[config.mk]
export PLATFORM = sky130hd
export DESIGN_NAME = dilithium_vy_sequencer
export DESIGN_NICKNAME = d
export VERILOG_FILES = /design/src/rtl/dilithium_vy_sequencer.sv
export SDC_FILE = /design/constraint.sdc
export NUM_CORES = 1
export LEC_CHECK = 0
export ABC_AREA = 1
export CAP_MARGIN = 20
export CORE_MARGIN = 8
export CORE_UTILIZATION = 53
export DETAILED_ROUTE_END_ITERATION = 8
export MAX_ROUTING_LAYER = met4
export PLACE_DENSITY = 0.86
export SLEW_MARGIN = 10
export SYNTH_ARGS = -nofsm -noshare
export SYNTH_HDL_FRONTEND = slang
export SYNTH_SLANG_ARGS = --single-unit
[constraint.sdc]
create_clock -name clk -period 8.01 [get_ports clk]
set_clock_uncertainty 0.2 [all_clocks]
set_input_delay 1.602 -clock clk [delete_from_list [all_inputs] [get_ports clk]]
set_output_delay 1.602 -clock clk [all_outputs]
set_load 0.05 [all_outputs]
[src/rtl/dilithium_vy_sequencer.sv]
// VERIFY-job sequencer for one dilithium core: fetches pk/sig/msg words from a buffer and streams them.
// Optional core_start-to-result cycle counter enabled by defining DILITHIUM_SEQ_CYCLES_EN.

// state      | meaning
// S_IDLE     | waiting for a job request (req_ready=1)
// S_START    | core_start pulse, first buffer read issued
// S_STREAM   | fetching words and streaming them to the core
// S_WAIT_RES | all words accepted, waiting for the core result
// S_DONE     | one-cycle done pulse
module dilithium_vy_sequencer #(
  parameter int W  = 64,
  parameter int AW = 16
) (
  input  logic          clk,
  input  logic          rst_n,
  input  logic          req_valid,
  output logic          req_ready,
  input  logic [AW-1:0] req_base,
  input  logic [2:0]    req_sec_lvl,
  output logic          rd_en,
  output logic [AW-1:0] rd_addr,
  input  logic [W-1:0]  rd_data,
  output logic          core_start,
  output logic [1:0]    core_mode,
  output logic [2:0]    core_sec_lvl,
  output logic          core_valid_i,
  output logic [W-1:0]  core_data_i,
  input  logic          core_ready_i,
  input  logic          core_valid_o,
  input  logic [W-1:0]  core_data_o,
  output logic          core_ready_o,
  output logic          done,
  output logic          accept,
  output logic          err,
  output logic [31:0]   cycles
);

  localparam logic [1:0] VERIFY_MODE = 2'd2;

  typedef enum logic [2:0] {S_IDLE, S_START, S_STREAM, S_WAIT_RES, S_DONE} state_t;
  typedef enum logic [3:0] {F_RHO, F_C, F_Z, F_T1, F_MLEN, F_MLEN_WAIT, F_MSG, F_H, F_END} field_t;

  state_t        state, state_nxt;
  field_t        field;
  logic [29:0]   fcnt;
  logic [AW-1:0] addr;
  logic [2:0]    sec_lvl_r;
  logic          accept_r, err_r;
  logic          rd_valid;
  logic [W-1:0]  fifo_mem [2];
  logic          wr_ptr, rd_ptr;
  logic [1:0]    occ;
  logic [2:0]    pending;
  logic [29:0]   z_len, t1_len, h_len, msg_words;
  logic          legal_lvl, fetch_ok, fifo_empty, fire, push, pop, last_word;
  logic          unused_core_data;

  assign legal_lvl = (req_sec_lvl == 3'b010) || (req_sec_lvl == 3'b011) || (req_sec_lvl == 3'b101);
  assign unused_core_data = ^core_data_o[W-1:1];

  always_comb begin
    z_len  = 30'd288;
    t1_len = 30'd160;
    h_len  = 30'd11;
    case (sec_lvl_r)
      3'b011: begin z_len = 30'd400; t1_len = 30'd240; h_len = 30'd8;  end
      3'b101: begin z_len = 30'd560; t1_len = 30'd320; h_len = 30'd11; end
      default: ;
    endcase
  end

  // mlen is a byte count; the message occupies ceil(mlen/8) words
  assign msg_words = 30'(({1'b0, rd_data[31:0]} + 33'd7) >> 3);

  // Reads return after exactly one cycle, so at most one read is ever in flight
  assign pending    = {1'b0, occ} + {2'b00, rd_valid};
  assign fetch_ok   = ((state == S_START) || (state == S_STREAM)) &&
                      (field != F_MLEN_WAIT) && (field != F_END);
  assign rd_en      = fetch_ok && (pending < 3'd2);
  assign rd_addr    = addr;

  assign fifo_empty   = (occ == 2'd0);
  assign core_valid_i = (state == S_STREAM) && (!fifo_empty || rd_valid);
  assign core_data_i  = !core_valid_i ? '0 : (fifo_empty ? rd_data : fifo_mem[rd_ptr]);
  assign fire         = core_valid_i && core_ready_i;
  // Returning data bypasses the FIFO only when it is empty and the core takes it right away
  assign push         = rd_valid && !(fifo_empty && core_ready_i);
  assign pop          = fire && !fifo_empty;
  assign last_word    = fire && (field == F_END) && (pending == 3'd1);

  always_ff @(posedge clk or negedge rst_n) begin
    if (!rst_n) state <= S_IDLE;
    else        state <= state_nxt;
  end

  always_comb begin
    state_nxt    = state;
    req_ready    = 1'b0;
    core_start   = 1'b0;
    core_ready_o = 1'b0;
    done         = 1'b0;
    case (state)
      S_IDLE: begin
        req_ready = 1'b1;
        if (req_valid) state_nxt = legal_lvl ? S_START : S_DONE;
      end
      S_START: begin
        core_start = 1'b1;
        state_nxt  = S_STREAM;
      end
      S_STREAM: begin
        if (last_word) state_nxt = S_WAIT_RES;
      end
      S_WAIT_RES: begin
        core_ready_o = 1'b1;
        if (core_valid_o) state_nxt = S_DONE;
      end
      S_DONE: begin
        done      = 1'b1;
        state_nxt = S_IDLE;
      end
      default: state_nxt = S_IDLE;
    endcase
  end

  // Fetch side: field tracker with a per-field down-counter, terminal count at 1
  always_ff @(posedge clk or negedge rst_n) begin
    if (!rst_n) begin
      field <= F_END;
      fcnt  <= '0;
      addr  <= '0;
    end else if (state == S_IDLE && req_valid) begin
      field <= F_RHO;
      fcnt  <= 30'd4;
      addr  <= req_base;
    end else if (rd_en) begin
      addr <= addr + AW'(1);
      if (fcnt == 30'd1) begin
        case (field)
          F_RHO:   begin field <= F_C;    fcnt <= 30'd4;  end
          F_C:     begin field <= F_Z;    fcnt <= z_len;  end
          F_Z:     begin field <= F_T1;   fcnt <= t1_len; end
          F_T1:    begin field <= F_MLEN; fcnt <= 30'd1;  end
          F_MLEN:  field <= F_MLEN_WAIT;
          F_MSG:   begin field <= F_H;    fcnt <= h_len;  end
          default: field <= F_END;
        endcase
      end else begin
        fcnt <= fcnt - 30'd1;
      end
    end else if (field == F_MLEN_WAIT) begin
      // rd_data holds the mlen word during this single bubble cycle
      if (msg_words == 30'd0) begin
        field <= F_H;
        fcnt  <= h_len;
      end else begin
        field <= F_MSG;
        fcnt  <= msg_words;
      end
    end
  end

  always_ff @(posedge clk or negedge rst_n) begin
    if (!rst_n) rd_valid <= 1'b0;
    else        rd_valid <= rd_en;
  end

  always_ff @(posedge clk or negedge rst_n) begin
    if (!rst_n) begin
      occ    <= '0;
      wr_ptr <= 1'b0;
      rd_ptr <= 1'b0;
    end else if (state == S_IDLE) begin
      occ    <= '0;
      wr_ptr <= 1'b0;
      rd_ptr <= 1'b0;
    end else begin
      if (push) wr_ptr <= ~wr_ptr;
      if (pop)  rd_ptr <= ~rd_ptr;
      occ <= occ + {1'b0, push} - {1'b0, pop};
    end
  end

  always_ff @(posedge clk) begin
    if (push) fifo_mem[wr_ptr] <= rd_data;
  end

  always_ff @(posedge clk or negedge rst_n) begin
    if (!rst_n) begin
      sec_lvl_r <= '0;
      accept_r  <= 1'b0;
      err_r     <= 1'b0;
    end else if (state == S_IDLE && req_valid) begin
      sec_lvl_r <= req_sec_lvl;
      accept_r  <= 1'b0;
      err_r     <= !legal_lvl;
    end else if (state == S_WAIT_RES && core_valid_o) begin
      accept_r  <= ~core_data_o[0];
    end
  end

  assign core_mode    = VERIFY_MODE;
  assign core_sec_lvl = sec_lvl_r;
  assign accept       = accept_r;
  assign err          = err_r;

`ifdef DILITHIUM_SEQ_CYCLES_EN
  logic [31:0] cyc_cnt;

  // Counts every cycle after core_start up to and including the capture cycle
  always_ff @(posedge clk or negedge rst_n) begin
    if (!rst_n) begin
      cyc_cnt <= '0;
    end else if ((state == S_IDLE && req_valid) || core_start) begin
      cyc_cnt <= '0;
    end else if ((state == S_STREAM || state == S_WAIT_RES) && cyc_cnt != 32'hFFFF_FFFF) begin
      cyc_cnt <= cyc_cnt + 32'd1;
    end
  end

  assign cycles = cyc_cnt;
`else
  assign cycles = '0;
`endif

endmodule

# Word-level counts from Yosys, hierarchy flattened
# Memory sizes are Yosys's and may differ from the RTL's.
# Index checks and enable logic that the tools add are counted.
dict set report classes {
  addsub 6
  n_eq_ne 25
  n_lt_le_gt_ge 1
  bitwise_logic 3
  reduce_logical 31
  muxes 37
}
# cell n
set ops {}
lappend ops {{30-bit two-way mux} 5}
lappend ops {{30-bit case mux with 5 select lines} 1}
lappend ops {{64-bit two-way mux} 2}
lappend ops {{32-bit by 3-bit adder with 33-bit output, second input constant} 1}
lappend ops {{16-bit two-way mux} 2}
lappend ops {{30-bit by 1-bit == test with 1-bit output, second input constant} 1}
lappend ops {{30-bit zero test} 1}
lappend ops {{30-bit by 1-bit subtractor with 30-bit output, second input constant} 1}
lappend ops {{4-bit case mux with 6 select lines} 1}
lappend ops {{10-bit case mux with 2 select lines} 1}
lappend ops {{9-bit case mux with 2 select lines} 1}
lappend ops {{16-bit by 1-bit adder with 16-bit output, second input constant} 1}
lappend ops {{4-bit two-way mux} 4}
lappend ops {{3-bit by 2-bit == test with 1-bit output, second input constant} 5}
lappend ops {{1-bit two-way mux} 13}
lappend ops {{4-bit by 3-bit == test with 1-bit output, second input constant} 3}
lappend ops {{1-bit logical AND} 12}
lappend ops {{3-bit two-way mux} 4}
lappend ops {{3-bit case mux with 4 select lines} 1}
lappend ops {{3-bit == test, second input constant} 3}
lappend ops {{4-bit by 2-bit == test with 1-bit output, second input constant} 2}
lappend ops {{8-bit by 2-bit != test with 1-bit output, second input constant} 1}
lappend ops {{2-bit nonzero test} 4}
lappend ops {{3-bit by 1-bit == test with 1-bit output, second input constant} 2}
lappend ops {{other kinds (20)} 31}
dict set report totals {
  ff_bits 63
  ramBits 128
  in_bits 152
  mem_count 1
}
# memory words word_bits rd rd_clocked_by_memory_dff wr line_no
set mem_list {}
lappend mem_list {fifo_mem 2 64 1 0 1 50} ;# logic [W-1:0] fifo_mem [2];

# Depth between registers and ports, before layout
# Gate-level depths: netlist of the first run.
dict set report logic_depth {
  ltp_word 9
  depth_mapped 17
  depth_no_buf 16
}

# Worst setup path after synthesis of the first run
# No wires, ideal clock.
dict set report synth_path {
  path_kind {input -> register}
  startpoint {input port core_ready_i}
  endpoint {memory fifo_mem[0][0] (enable)}
  arrival_ps 4558
  setup_slack_ps 2766
  setup_time_ps 487
  cell_stages 3
  cell_sequence {inv_1 o21ai_0 nor2_1}
}
dict set report synth_between {
  elab_chain_len 5
}
# item line_no
set synth_rtl {}
lappend synth_rtl {{from (decl)} 28} ;# input logic core_ready_i,
lappend synth_rtl {{1-bit logical AND} 87} ;# assign push = rd_valid && !(fifo_empty && core_ready_i);
lappend synth_rtl {{1-bit zero test} 87}
lappend synth_rtl {{1-bit logical AND} 87}
lappend synth_rtl {{1-bit two-way mux} 185} ;# if (push) fifo_mem[wr_ptr] <= rd_data;
lappend synth_rtl {{1-bit two-way mux (implied by the code)} 185}
lappend synth_rtl {{to (decl)} 50}
# No other way between the ends.

# Worst setup path in the final report of the first run
dict set report layout_path {
  startpoint {input port rd_data[7]}
  endpoint {output port core_data_i[7]}
}
dict set report layout_between {
  elab_chain_len 2
}
# item line_no
set layout_rtl {}
lappend layout_rtl {{from (decl)} 22} ;# input logic [W-1:0] rd_data,
lappend layout_rtl {{64-bit two-way mux (2 in series)} 84} ;# assign core_data_i = !core_valid_i ? '0 : (fifo_empty ? rd_data : fifo_mem[rd_ptr]);
lappend layout_rtl {{to (decl)} 27} ;# output logic [W-1:0] core_data_i,
# No other way between the ends.

==> results_dict.tcl, run 1 <==
set metrics [dict create \
    status "finished, final reports clean" \
    overflow 0 \
    final_util_pct 66.2 \
    rows 52 \
    regArea_sq_um 5420 \
    htreeDepth 4 \
    grt_pass1_wl_um 45800 \
    synth_ff_type "edfxtp_1" \
    setup_tns_ns 0 \
    ys_ff_latch 191 \
    initial_utilization_pct 53.6 \
    first_pass_iters 6 \
    antenna_found_initial 1 \
    yosys-top-cells-count "nand2_1 (354), edfxtp_1 (128), nor2_1 (123)" \
    cts_hold_buf 0 \
    numPortBuffers 179 \
    powerDensity_nw_per_um2 360 \
    ir_drop_mv 0.272 \
    gr-usage-all-layers_pct 23.5 \
    die_y_um 158 \
    ys_types 53 \
    post_cts_buffers 0 \
    drtIter0Drc 1067 \
    netlist_instances 1292 \
    clk_pin_slew_worst_paths_ns 0.08 \
    use_met1_pct 28.3 \
    vias 9689 \
    detail-route-antenna-nets 0 \
    seq_area_frac_synth_pct 50.4 \
    nets 1606 \
    totalWireLength_um 29400 \
    viasPerCell 5.60 \
    synth.most_common_cell "nand2_1" \
    yosys.area.top_type "edfxtp_1" \
    max_freq_ghz 0.188 \
    p_leak_uw 0.00536 \
    cp.required_ns 6.21 \
    cts_tree "yes" \
    clock_path_buffers 2 \
    cts_root_buf "clkbuf_16" \
    grt_busiest_layer "met2" \
    cts.repair.resized 0 \
    tightest_slew_ns 0.878 \
    use_met3_pct 4.29 \
    first_global_vias 9145 \
    synth-edff-count 128 \
    worstSetupPathType "in2out" \
    dpl.hpwl_um 20500 \
    slew_headroom_pct 40.8 \
    drv_cap 0 \
    hp-class "reg2reg" \
    grt_setup_unrepaired "false" \
    synth_area_leaders "edfxtp_1 (36%), dfrtp_1 (14%), nand2_1 (12%)" \
    coreArea_sq_um 20000 \
    yosys_warnings 0 \
    syn-cell-area_sq_um 10700 \
    path_max_fanout 6 \
    fin_crit_ns 5.31 \
    syn_area_per_cell_sq_um 8.32 \
    setup_viol 0 \
    drc_errors 0 \
    period_share_pct 66.3 \
    syn2layout_area_growth_pct 23.5 \
    gp_congestion 0.924 \
    use_met2_pct 40.2 \
    hold_viol_final 0 \
    arrival_ns 3.51 \
    die_w_um 158 \
    finalMaxSlewViolations 0 \
    critPathCaptureType "output port" \
    io-pin-count 277 \
    drive_gt1_share_pct 5.48 \
    wl_per_cell_um 17.0 \
    synth_top_area_share_pct 35.8 \
    worstSkewPairLatency_ns 0.44 \
    fill_cells 1606 \
    synth-async-reset-ratio_pct 33.0 \
    dieArea_sq_um 25100 \
    grt_start_max_net_pins 131 \
    multi_input_area_sq_um 4540 \
    cts.sinks 191 \
    start_kind "input pin" \
    cts_buffers 17 \
]
[stage by stage]
step | cell area (sq um) | setup WS (ns) | std cells | hold slack [ns] | total power, uW
floorplan | 10900 | 2.77 | 1324 | 0.268 | 3200
global placement | 12600 | 2.71 | 1695 | 0.259 | 3780
detailed placement | 12600 | 2.66 | 1696 | 0.273 | 3840
CTS | 13200 | 2.65 | 1728 | 0.290 | 4760
global route | 13300 | 2.62 | 1730 | 0.308 | 5060
finish | 13300 | 2.70 | 1730 | 0.286 | 4780
[routing by layer]
metal | vias to the layer above | wire length (um)
met5 | - | 0
met4 | 0 | 493
met3 | 46 | 2270
met2 | 410 | 14800
met1 | 4601 | 11900
li1 | 4632 | -
[path summary, 6_finish.rpt]
path	from	end	slack, ns	depth (start not counted)
setup / recovery	rd_data[7]	core_data_i[7]	2.70	4
setup reg to reg	rd_valid	fcnt[19]	4.73	11
hold reg to reg	err	err	0.29	2
max in group asynchronous	rst_n	rd_ptr	5.88	2
hold / removal	err	err	0.29	2
min in group asynchronous	rst_n	fcnt[21]	1.14	2
[power breakdown]
group | switching, uW | total [uW] | internal (uW)
Combinational | 1680 | 2400 | 715
Clock | 419 | 905 | 486
Sequential | 159 | 1480 | 1320
Total | 2260 | 4780 | 2520
[logic make-up after synthesis]
family	count (synthesis)	share of synthesized area [%]
multiplexers	1	0.105
adder cells (fa/ha/maj)	8	0.931
AO/OA/AOI/OAI	249	13.2
AND/OR/NAND/NOR	609	24.2
flip-flops	191	50.4
other	2	0.0699
buffers and inverters	203	8.64
XOR/XNOR	29	2.36
[worst max-delay path, cell delays in order]
cell	delay, ns
clkdlybuf4s50_1	0.60
o21ai_0	0.15
a31oi_1	0.29
clkdlybuf4s50_1	0.86
[state kept, by name, summed over array words and instances, names as in the netlist]
name and count:
accept 1, core_sec_lvl 3, err 1, fcnt 30
field 4, fifo_mem 128, occ 2, rd_addr 16
rd_ptr 1, rd_valid 1, state 3, wr_ptr 1
[layout make-up]
| type | instances | share of cell area [%] |
|---|---|---|
| clock buffers | 17 | 3.21 |
| diodes | 1 | 0.0189 |
| inverters | 118 | 3.36 |
| multi-input cells | 930 | 34.2 |
| repair buffers | 188 | 14.3 |
| well taps | 270 | 2.55 |
| clock inverters | 15 | 1.57 |
| flip-flops and latches | 191 | 40.9 |
[layout by cell type, fill, tap and decap left out, drive strengths merged, types with 2 or more instances in the layout]
cell type,n
a21oi,29
a22oi,2
a31oi,68
buf,10
bufinv,2
clkbuf,17
clkdlybuf4s50,178
clkinv,2
conb,34
dfrtp,62
edfxtp,128
ha,8
inv,128
nand2,360
nand3,66
nand3b,7
nand4,16
nor2,136
nor3,17
nor4,3
o211ai,4
o21ai,116
o21bai,2
o221ai,3
o22ai,18
xnor2,7
xor2,22
No activity file was read; power rests on OpenSTA's default activity.
==> run 2, diff against run 1 <==
CORE_UTILIZATION = 50   (was 53)
PLACE_DENSITY = 0.82   (was 0.86)
clock period = 4.9 ns   (was 8.01 ns; I/O delays follow)
==> run 2 against run 1 <==
Compared with the run above:
- routed wire length is 2.9% lower
- combinational power grew 62%
- register-to-register slack lost 3.3 ns
- core utilization fell by 3.4 points
- non-clock buffer count is 1 higher
- clock power increased by 52%
- cell area fell by 0.20%
- worst hold slack got worse by 0.0069 ns
- critical path depth is 3 higher
- critical endpoint is now core_data_i[41]
==> results_dict.tcl, run 2 (synthesis gave the netlist of run 1 again) <==
set metrics [dict create \
    hp-class "reg2reg" \
    status "finished, final reports clean" \
    combPwrFrac_pct 50.7 \
    coreArea_sq_um 21100 \
    holdPathStages 2 \
    hold-worst-slack_ns 0.279 \
    grt_pass1_wl_um 45100 \
    first_pass_iters 5 \
    min_from "err" \
    powerDensity_nw_per_um2 580 \
    first_global_vias 8859 \
    critPathCaptureType "output port" \
    htreeDepth 4 \
    setup_tns_ns 0 \
    final_common_cell "nand2_1" \
    switchingPower_uw 3650 \
    drc_errors 0 \
    clock_path_buffers 2 \
    viasPerCell 5.44 \
    drtIter0Drc 797 \
    path_max_fanout 34 \
    worstSkewPairLatency_ns 0.44 \
    clk_pin_slew_worst_paths_ns 0.08 \
    initial_utilization_pct 51.0 \
    worstSetupPathType "reg2out" \
    hold_viol_final 0 \
    r2r_slack_ns 1.41 \
    io-pin-count 277 \
    slew_headroom_pct 24.3 \
    gr-usage-all-layers_pct 21.7 \
    syn2layout_area_growth_pct 23.2 \
    r2r_end "fifo_mem[1][22]" \
    max_freq_ghz 0.219 \
    post_cts_buffers 0 \
    cts.repair.resized 0 \
    grt_setup_unrepaired "false" \
    cp.required_ns 3.72 \
    totalWireLength_um 28500 \
    start_kind "register" \
    die_y_um 163 \
    rr_worst_depth 5 \
    rows 53 \
    gp_congestion 0.910 \
    r2r-start "occ[1]" \
    drv_cap 0 \
    final_cell_mix "nand2_1 (354), clkdlybuf4s50_1 (178), edfxtp_1 (128)" \
    hold-path-endpoint "err" \
    p_int_uw 4040 \
    period_share_pct 93.3 \
    vias 9450 \
    fin_crit_ns 4.57 \
    drive_gt1_share_pct 5.55 \
    dieArea_sq_um 26400 \
    switching_share_pct 47.5 \
    largest_reg_flops 128 \
    cts_hold_buf 0 \
    grt_start_max_net_pins 131 \
    cts_buffers 17 \
    nets 1607 \
    setup_viol 0 \
    numPortBuffers 179 \
    finalMaxSlewViolations 0 \
    cts.sinks 191 \
    wl_per_cell_um 16.4 \
    p_seq_share_pct 31.3 \
    arrival_ns 3.39 \
    final_util_pct 62.8 \
    cts_tree "yes" \
    p_leak_uw 0.00533 \
    detail-route-antenna-nets 0 \
    dpl.hpwl_um 20300 \
    clock_power_share_pct 18.0 \
    antenna_found_initial 2 \
    finalPower_uw 7690 \
    regMostFlops "fifo_mem" \
    cts_root_buf "clkbuf_16" \
    ir_drop_mv 0.365 \
    overflow 0 \
    tightest_slew_ns 1.14 \
    die_w_um 163 \
]
==> run 2: layout make-up <==
type                            count  area [sq um]
Antenna cell                        2          5.00
Clock buffer                       17           425
Clock inverter                     15           164
Fill cell                        1758          7840
Inverter                          118           449
Multi-Input combinational cell    930          4540
Sequential cell                   191          5420
Tap cell                          275           344
Timing Repair Buffer              189          1900
==> run 2: worst max-delay path, stage by stage, from the launching register on <==
cell             delay [ns]
dfrtp_1                0.42
or2_4                  0.26
o21bai_1               0.32
clkinvlp_4             0.58
buf_4                  0.40
o21ai_1                0.10
a31oi_1                0.08
clkdlybuf4s50_1        0.78
==> run 2: how the worst max path moves through the flow <==
stage / to / cells after the start / slack, ns / start
final: core_data_i[41] / 7 / 0.33 / occ[1]
after global routing: core_data_i[41] / 7 / 0.10 / occ[1]
after CTS: core_data_i[41] / 7 / 0.06 / occ[1]
after detailed placement: core_data_i[41] / 7 / 0.53 / occ[1]
after global placement: core_data_i[50] / 7 / 0.58 / occ[1]
after floorplan: fifo_mem[0][0] / 3 / 0.28 / core_ready_i
==> run 2: metrics by stage <==
step           cells  instance area (sq um)  setup slack, ns
6_report        1737                  13200            0.330
3_3_place_gp    1703                  12600            0.577
3_5_place_dp    1703                  12600            0.533
2_1_floorplan   1324                  10900            0.278
5_1_grt         1737                  13200            0.100
4_1_cts         1735                  13200           0.0580
==> run 2: power by group through the flow <==
stage	sequential [uW]	combinational (uW)	clock [uW]
after global routing	2450	4220	1470
after global placement	2420	3790	0
final	2410	3890	1380
after detailed placement	2430	3870	0
after floorplan	2690	2540	0
after CTS	2400	3890	1400
==> run 2: routing by layer <==
metal | track usage (%) | wire length (um)
met2 | 36.1 | 14000
met1 | 26.5 | 12000
met5 | - | 0
met3 | 4.40 | 2110
met4 | 5.96 | 425
==> run 3, diff against run 2 <==
CORE_ASPECT_RATIO = 0.6   (was not set)
==> run 3 against run 2 <==
Compared with the run above:
- sequential cell count did not move
- largest power group unchanged
- critical endpoint is now core_data_i[54]
- final cell count grew 0.46%
- register-to-register slack gained 0.35 ns
- first-iteration DRC count is 11% higher
- core utilization is 0.40 points higher
- fmax decreased by 0.23%
- combinational power up 2%
- routed wire length grew 7.1%
- power is 2.1% higher
- cell area grew 0.38%
- critical path type unchanged
==> results_dict.tcl, run 3 (synthesis gave the netlist of run 1 again) <==
set metrics [dict create \
    setup_tns_ns 0 \
    gp_congestion 0.937 \
    grt_start_max_net_pins 131 \
    cts_root_buf "clkbuf_16" \
    detail-route-antenna-nets 0 \
    period_share_pct 93.5 \
    first_global_vias 8945 \
    final_util_pct 63.2 \
    path_max_fanout 37 \
    syn2layout_area_growth_pct 23.7 \
    drv_cap 0 \
    cts_buffers 17 \
    grt_pass1_wl_um 48000 \
    first_pass_iters 5 \
    hp-class "in2async" \
    die_y_um 130 \
    slew_headroom_pct 39.9 \
    post_cts_buffers 0 \
    worstSetupPathType "reg2out" \
    cts_tree "yes" \
    p_leak_uw 0.00537 \
    status "finished, final reports clean" \
    antenna_found_initial 1 \
    clk_pin_slew_worst_paths_ns 0.07 \
    worstSkewPairLatency_ns 0.45 \
    rr_worst_depth 12 \
    regMostFlops "fifo_mem" \
    arrival_ns 3.40 \
    numPortBuffers 179 \
    hold_viol_final 0 \
    drc_errors 0 \
    dpl.hpwl_um 21600 \
    htreeDepth 4 \
    viasPerCell 5.51 \
    max_freq_ghz 0.218 \
    clock_path_buffers 2 \
    cts.repair.resized 0 \
    nets 1612 \
    overflow 0 \
    final_cell_mix "nand2_1 (354), clkdlybuf4s50_1 (178), edfxtp_1 (128)" \
    critPathCaptureType "output port" \
    coreArea_sq_um 21000 \
    gr-usage-all-layers_pct 23.4 \
    dieArea_sq_um 26600 \
    cts.sinks 191 \
    fin_crit_ns 4.58 \
    totalWireLength_um 30500 \
    wl_per_cell_um 17.5 \
    initial_utilization_pct 51.1 \
    cp.required_ns 3.72 \
    io-pin-count 277 \
    grt_setup_unrepaired "false" \
    die_w_um 205 \
    setup_viol 0 \
    drtIter0Drc 882 \
    start_kind "register" \
    finalMaxSlewViolations 0 \
    powerDensity_nw_per_um2 590 \
    largest_reg_flops 128 \
    finalPower_uw 7850 \
    rows 41 \
    vias 9612 \
    tightest_slew_ns 0.901 \
    cts_hold_buf 0 \
    ir_drop_mv 0.412 \
    final_common_cell "nand2_1" \
    drive_gt1_share_pct 5.94 \
]
## run 3: metal layers
metal	global-route usage [%]	vias to the layer above	wire length [um]	share of wire [%]
met5	-	-	0	0
met4	5.19	0	327	1.1
met3	5.48	30	2840	9.3
met2	33.4	430	13300	44
met1	33.3	4513	14100	46
li1	-	4639	-	-
## run 3: final cells by class
| class | count | area, sq um |
|---|---|---|
| multi-input combinational | 930 | 4540 |
| sequential | 191 | 5420 |
| clock inverter | 15 | 190 |
| antenna | 1 | 2.50 |
| clock buffer | 17 | 425 |
| timing repair buffer | 194 | 1920 |
| fill | 1765 | 7740 |
| inverter | 118 | 445 |
| tap | 279 | 349 |
## run 3: power breakdown
part	internal, uW	switching, uW	leakage [uW]
registers	2150	267	0.00194
clock network	780	683	0.000300
logic	1170	2800	0.00312
## run 3: worst paths after layout
path                               start         endpoint  slack (ns)
min in group clk                     err              err        0.29
max in group asynchronous          rst_n         field[3]        3.35
worst max-delay path            state[0]  core_data_i[54]        0.32
worst min register to register       err              err        0.29
worst min-delay path               rst_n         fcnt[12]        0.23
worst max register to register  field[1]         fcnt[14]        1.76
## run 3: per-stage QoR
| step | cells | worst slack (ns) | hold slack [ns] | area (sq um) |
|---|---|---|---|---|
| after detailed placement | 1711 | 0.826 | 0.272 | 12700 |
| after global routing | 1745 | 0.127 | 0.229 | 13300 |
| final | 1745 | 0.320 | 0.226 | 13300 |
| after CTS | 1743 | 0.292 | 0.290 | 13300 |
| after floorplan | 1324 | 0.278 | 0.268 | 10900 |
| after global placement | 1711 | 0.878 | 0.273 | 12700 |
## run 3: worst max-delay path, stage by stage (launching register included)
cell and delay, ns:
dfrtp_1 0.40, nor2_1 0.23, nand2_2 0.12, o21bai_1 0.22
inv_2 0.46, buf_4 0.32, o21ai_0 0.11, a31oi_1 0.22
clkdlybuf4s50_1 0.85
